===== src/rtl/fifo_ptr_ctrl.sv =====
// Write/read pointer control for a FIFO whose full/empty flags come from an external compare stage.
// Gates memory strobes, tracks fill level, almost flags and sticky overflow/underflow errors.
module fifo_ptr_ctrl #(
   parameter int ADDR_WIDTH = 4,
   parameter int AF_MARGIN  = 1,
   parameter int AE_MARGIN  = 1
) (
   input  logic                  clk,
   input  logic                  rst_n,
   input  logic                  write_ena,
   input  logic                  read_ena,
   input  logic                  full,
   input  logic                  empty,
   input  logic                  err_clr,
   output logic [ADDR_WIDTH:0]   write_addr,
   output logic [ADDR_WIDTH:0]   read_addr,
   output logic                  mem_we,
   output logic [ADDR_WIDTH-1:0] mem_waddr,
   output logic                  mem_re,
   output logic [ADDR_WIDTH-1:0] mem_raddr,
   output logic                  rd_valid,
   output logic [ADDR_WIDTH:0]   level,
   output logic                  almost_full,
   output logic                  almost_empty,
   output logic                  overflow,
   output logic                  underflow
);

   localparam int PW    = ADDR_WIDTH + 1;
   localparam int DEPTH = 2 ** ADDR_WIDTH;
   localparam logic [PW-1:0] ONE       = PW'(1);
   localparam logic [PW-1:0] AF_THRESH = PW'(DEPTH - AF_MARGIN);
   localparam logic [PW-1:0] AE_THRESH = PW'(AE_MARGIN);

   logic          wr_acc;
   logic          rd_acc;
   logic [PW-1:0] next_write_addr;
   logic [PW-1:0] next_read_addr;
   logic [PW-1:0] next_level;

   always_comb begin
      wr_acc          = write_ena & ~full;
      rd_acc          = read_ena & ~empty;
      next_write_addr = write_addr;
      next_read_addr  = read_addr;
      next_level      = level;
      // Pointers wrap through the extra MSB so the compare stage can tell full from empty
      if (wr_acc) begin
         next_write_addr = write_addr + ONE;
      end
      if (rd_acc) begin
         next_read_addr = read_addr + ONE;
      end
      if (wr_acc && !rd_acc) begin
         next_level = level + ONE;
      end else if (rd_acc && !wr_acc) begin
         next_level = level - ONE;
      end
   end

   assign mem_we    = wr_acc;
   assign mem_re    = rd_acc;
   assign mem_waddr = write_addr[ADDR_WIDTH-1:0];
   assign mem_raddr = read_addr[ADDR_WIDTH-1:0];

   always_ff @(posedge clk) begin
      if (!rst_n) begin
         write_addr   <= '0;
         read_addr    <= '0;
         level        <= '0;
         rd_valid     <= 1'b0;
         almost_full  <= 1'b0;
         almost_empty <= 1'b1;
         overflow     <= 1'b0;
         underflow    <= 1'b0;
      end else begin
         write_addr   <= next_write_addr;
         read_addr    <= next_read_addr;
         level        <= next_level;
         rd_valid     <= rd_acc;
         // Almost flags come from the next level so they line up with the registered level
         almost_full  <= (next_level >= AF_THRESH);
         almost_empty <= (next_level <= AE_THRESH);
         // A fresh error outranks a simultaneous clear
         overflow     <= (overflow & ~err_clr) | (write_ena & full);
         underflow    <= (underflow & ~err_clr) | (read_ena & empty);
      end
   end

endmodule


===== config.mk =====
export PLATFORM = sky130hd
export DESIGN_NAME = fifo_ptr_ctrl
export DESIGN_NICKNAME = d
export VERILOG_FILES = /design/src/rtl/fifo_ptr_ctrl.sv
export SDC_FILE = /design/constraint.sdc
export NUM_CORES = 1
export LEC_CHECK = 0
export CORE_UTILIZATION = 46
export DETAILED_ROUTE_END_ITERATION = 10
export PLACE_DENSITY = 0.91
export RECOVER_POWER = 25
export SYNTH_ARGS = -nofsm -noshare
export SYNTH_HDL_FRONTEND = slang
export SYNTH_SLANG_ARGS = --single-unit
export TNS_END_PERCENT = 30

===== constraint.sdc =====
create_clock -name clk -period 3.6 [get_ports clk]
set_clock_uncertainty 0.2 [all_clocks]
set_input_delay 0.54 -clock clk [delete_from_list [all_inputs] [get_ports clk]]
set_output_delay 0.54 -clock clk [all_outputs]
set_load 0.01 [all_outputs]

==> run summary <==
cts hold-fix bufs: 0
GPL Wtd Cong: 0.7904
WL final: 1.890 mm
CP max stage delay: 0.57 ns
RSZ-0062 raised after global routing: no
clock buffer depth: 2
Via Count: 800
Sw Share: 26.65%
global route hottest layer: met2
GR Util met2: 30.32%
cell-internal power: 0.3630 mW
CP max FO: 7
Slew @ Worst Pin: 0.3951 ns
num rows: 16
ratio of cells with drive above 1 in the final layout: 9.701%
Clock Power Share: 25.4%
FF+latch count, synth: 20
# H-tree levels: 1
cell-by-cell trace of the critical path: dlygate4sd3_1 -> nand2b_1 -> inv_1 -> clkdlybuf4s50_1
status: finished, final reports clean
share of flip-flops with an asynchronous set or reset: 0%
area of the core: 2002 sq um
Global Route Usage Sum: 16.99%
Reg clk slew, reported paths: 0.11 ns
met3 usage: 3.774%
Yosys top cell area share: 39.95%
Setup TNS Final: 0 ns
worst reg2reg path endpoint: almost_full
Top delay family on crit path: buffers and inverters
Reg2Reg Setup Slack: 1.63 ns
Tmin final: 2.879 ns
Initial DRT Pass Iterations: 4
initial antenna violation count: 0
count leader, synth: dfxtp_1
final slew viol count: 0
Die Width: 48.68 um
Peak VDD IR: 0.2812 mV
commonest cells in the netlist: dfxtp_1 (20), nor2_1 (13), buf_4 (8)
setup bufs post-CTS: 0
power per cell area: 366.6 nW/um^2
CTS resizes: 0
first-pass GRT wire length: 3.160 mm
syn_area_per_cell: 9.637 sq um
maximum clock frequency: 0.3474 GHz
Net Sw Power: 0.1319 mW
later-pin clock latency in the skew report: 0.29 ns
Die ar.: 2369 sq um
WL/cell: 11.74 um
Ports: 37
Final Worst Setup Slack: 0.7211 ns
CP Capture Type: output pin
met1 usage: 20.35%
combinational share of power: 23.9%
Slew headroom: 73.43%
Setup crit start kind: input port
Synth Warn #: 0
DRC: 0
fin util: 67.44%
Crit. Startpoint: full
nets: 146
placed cells: 157
Worst EP arrival: 2.14 ns
R2R cell count: 6
dpl hpwl: 1.477 mm
Period Utilization, post-route: 79.97%
top cells by area, synth: dfxtp_1 (40%), buf_4 (6.0%), xor2_1 (5.2%), ha_1 (5.0%), nor2_1 (4.9%)
FILL cells: 155
die extent in y: 48.68 um
Final setup viols: 0
Synth Cell Area: 1002 sq um
slowest library cell on the worst path: clkdlybuf4s50_1
post-route cell area: 1350 sq um
WP buf/inv: 3
Area Overhead vs Synth: 34.71%
clock sink count: 20
CTS tree: done
Antenna Cells: 0
initial core utilization: 50.06%
Distinct cells, synth: 34
Mapped Nets: 115
vias per cell: 4.969
CTS root buf: clkbuf_4
Max-cap violations: 0
pin count of the biggest net entering global routing: 13
initial drt markers: 13
Crit path required time: 2.86 ns
Place WS: 0.9009 ns
Non-Filler Instances: 161
CTS buffer count: 3
Worst path depth: 4
post-route ant nets: 0
Critical Path End: mem_we
Design Power: 0.4949 mW
crit path kind: input port to output pin
worst reg2reg path startpoint: level[0]
Post-synth EDFFs: 0
port bufs: 36
register share of total power: 50.7%
worst min-delay path category: flop to flop
DP Area: 1321 sq um
Leak: 0.5413 nW
Final Hold Viols: 0
grt ovf: 0
register area share after synthesis: 39.95%
Synth area leader: dfxtp_1
Syn Inst Count: 104
vias in the first global route: 713
Synth Flop Type: dfxtp_1
worst hold slack: 0.3177 ns
==> power by group through the flow <==
| stage | sequential [mW] | clock (mW) | combinational [mW] |
|---|---|---|---|
| global placement | 0.255 | 0 | 0.118 |
| finish | 0.251 | 0.126 | 0.118 |
| floorplan | 0.260 | 0 | 0.0660 |
| detailed placement | 0.255 | 0 | 0.120 |
| CTS | 0.251 | 0.130 | 0.121 |
| global route | 0.254 | 0.142 | 0.128 |
==> routing by layer <==
metal | share of wire (%) | vias to the layer above
met5 | 0 | -
met4 | 0 | 0
met3 | 4.8 | 0
met2 | 49 | 32
met1 | 46 | 363
li1 | - | 405
==> state kept, by name, summed over array words and instances (netlist names) <==
signal	flops
write_addr	5
almost_full	1
almost_empty	1
read_addr	5
overflow	1
rd_valid	1
level	5
underflow	1
==> placed cells by master (no fill, tap or decap), types with 2 or more instances in the layout <==
cell,synthesis,final
clkbuf_4,0,3
inv_1,5,5
ha_1,4,4
mux2i_1,2,2
a22oi_1,2,2
nand2_1,6,6
xor2_1,6,6
and3_1,2,2
nor2_1,13,13
clkdlybuf4s50_1,0,33
dlygate4sd3_1,0,3
xnor2_1,5,5
nor3_1,2,2
dfxtp_1,20,20
nand4_1,4,4
and2_1,4,4
and2_2,2,2
==> cell families (layout without fill, tap and decap cells) <==
family | Yosys count | in the layout | share of synthesized area [%]
buffers and inverters | 15 | 45 | 9.363
adder cells (fa/ha/maj) | 4 | 4 | 4.994
flip-flops | 20 | 20 | 39.95
XOR/XNOR | 11 | 11 | 9.613
multiplexers | 2 | 2 | 1.998
AND/OR/NAND/NOR | 41 | 41 | 23.47
AO/OA/AOI/OAI | 11 | 11 | 10.61
==> how the worst min path moves through the flow <==
stage | to | depth (start not counted) | start | slack [ns]
3_3_place_gp | underflow | 2 | underflow | 0.28
5_1_grt | underflow | 2 | underflow | 0.37
4_1_cts | underflow | 2 | underflow | 0.32
2_1_floorplan | write_addr[1] | 2 | write_addr[1] | 0.32
3_5_place_dp | underflow | 2 | underflow | 0.29
6_report | underflow | 2 | underflow | 0.32
==> worst min-delay path: stages (launching register included) <==
cell	delay (ns)
dfxtp_1	0.34
a22oi_1	0.07
nor2_1	0.08
==> cell type report <==
class	instances	area (sq um)	share of cell area, %
Multi-Input combinational cell	69	500.5	37.07
Sequential cell	20	400.4	29.66
Timing Repair Buffer	36	360.3	26.69
Clock buffer	4	36.28	2.688
Tap cell	27	33.78	2.502
Inverter	5	18.77	1.390
Power figures use the tool's default switching activity.
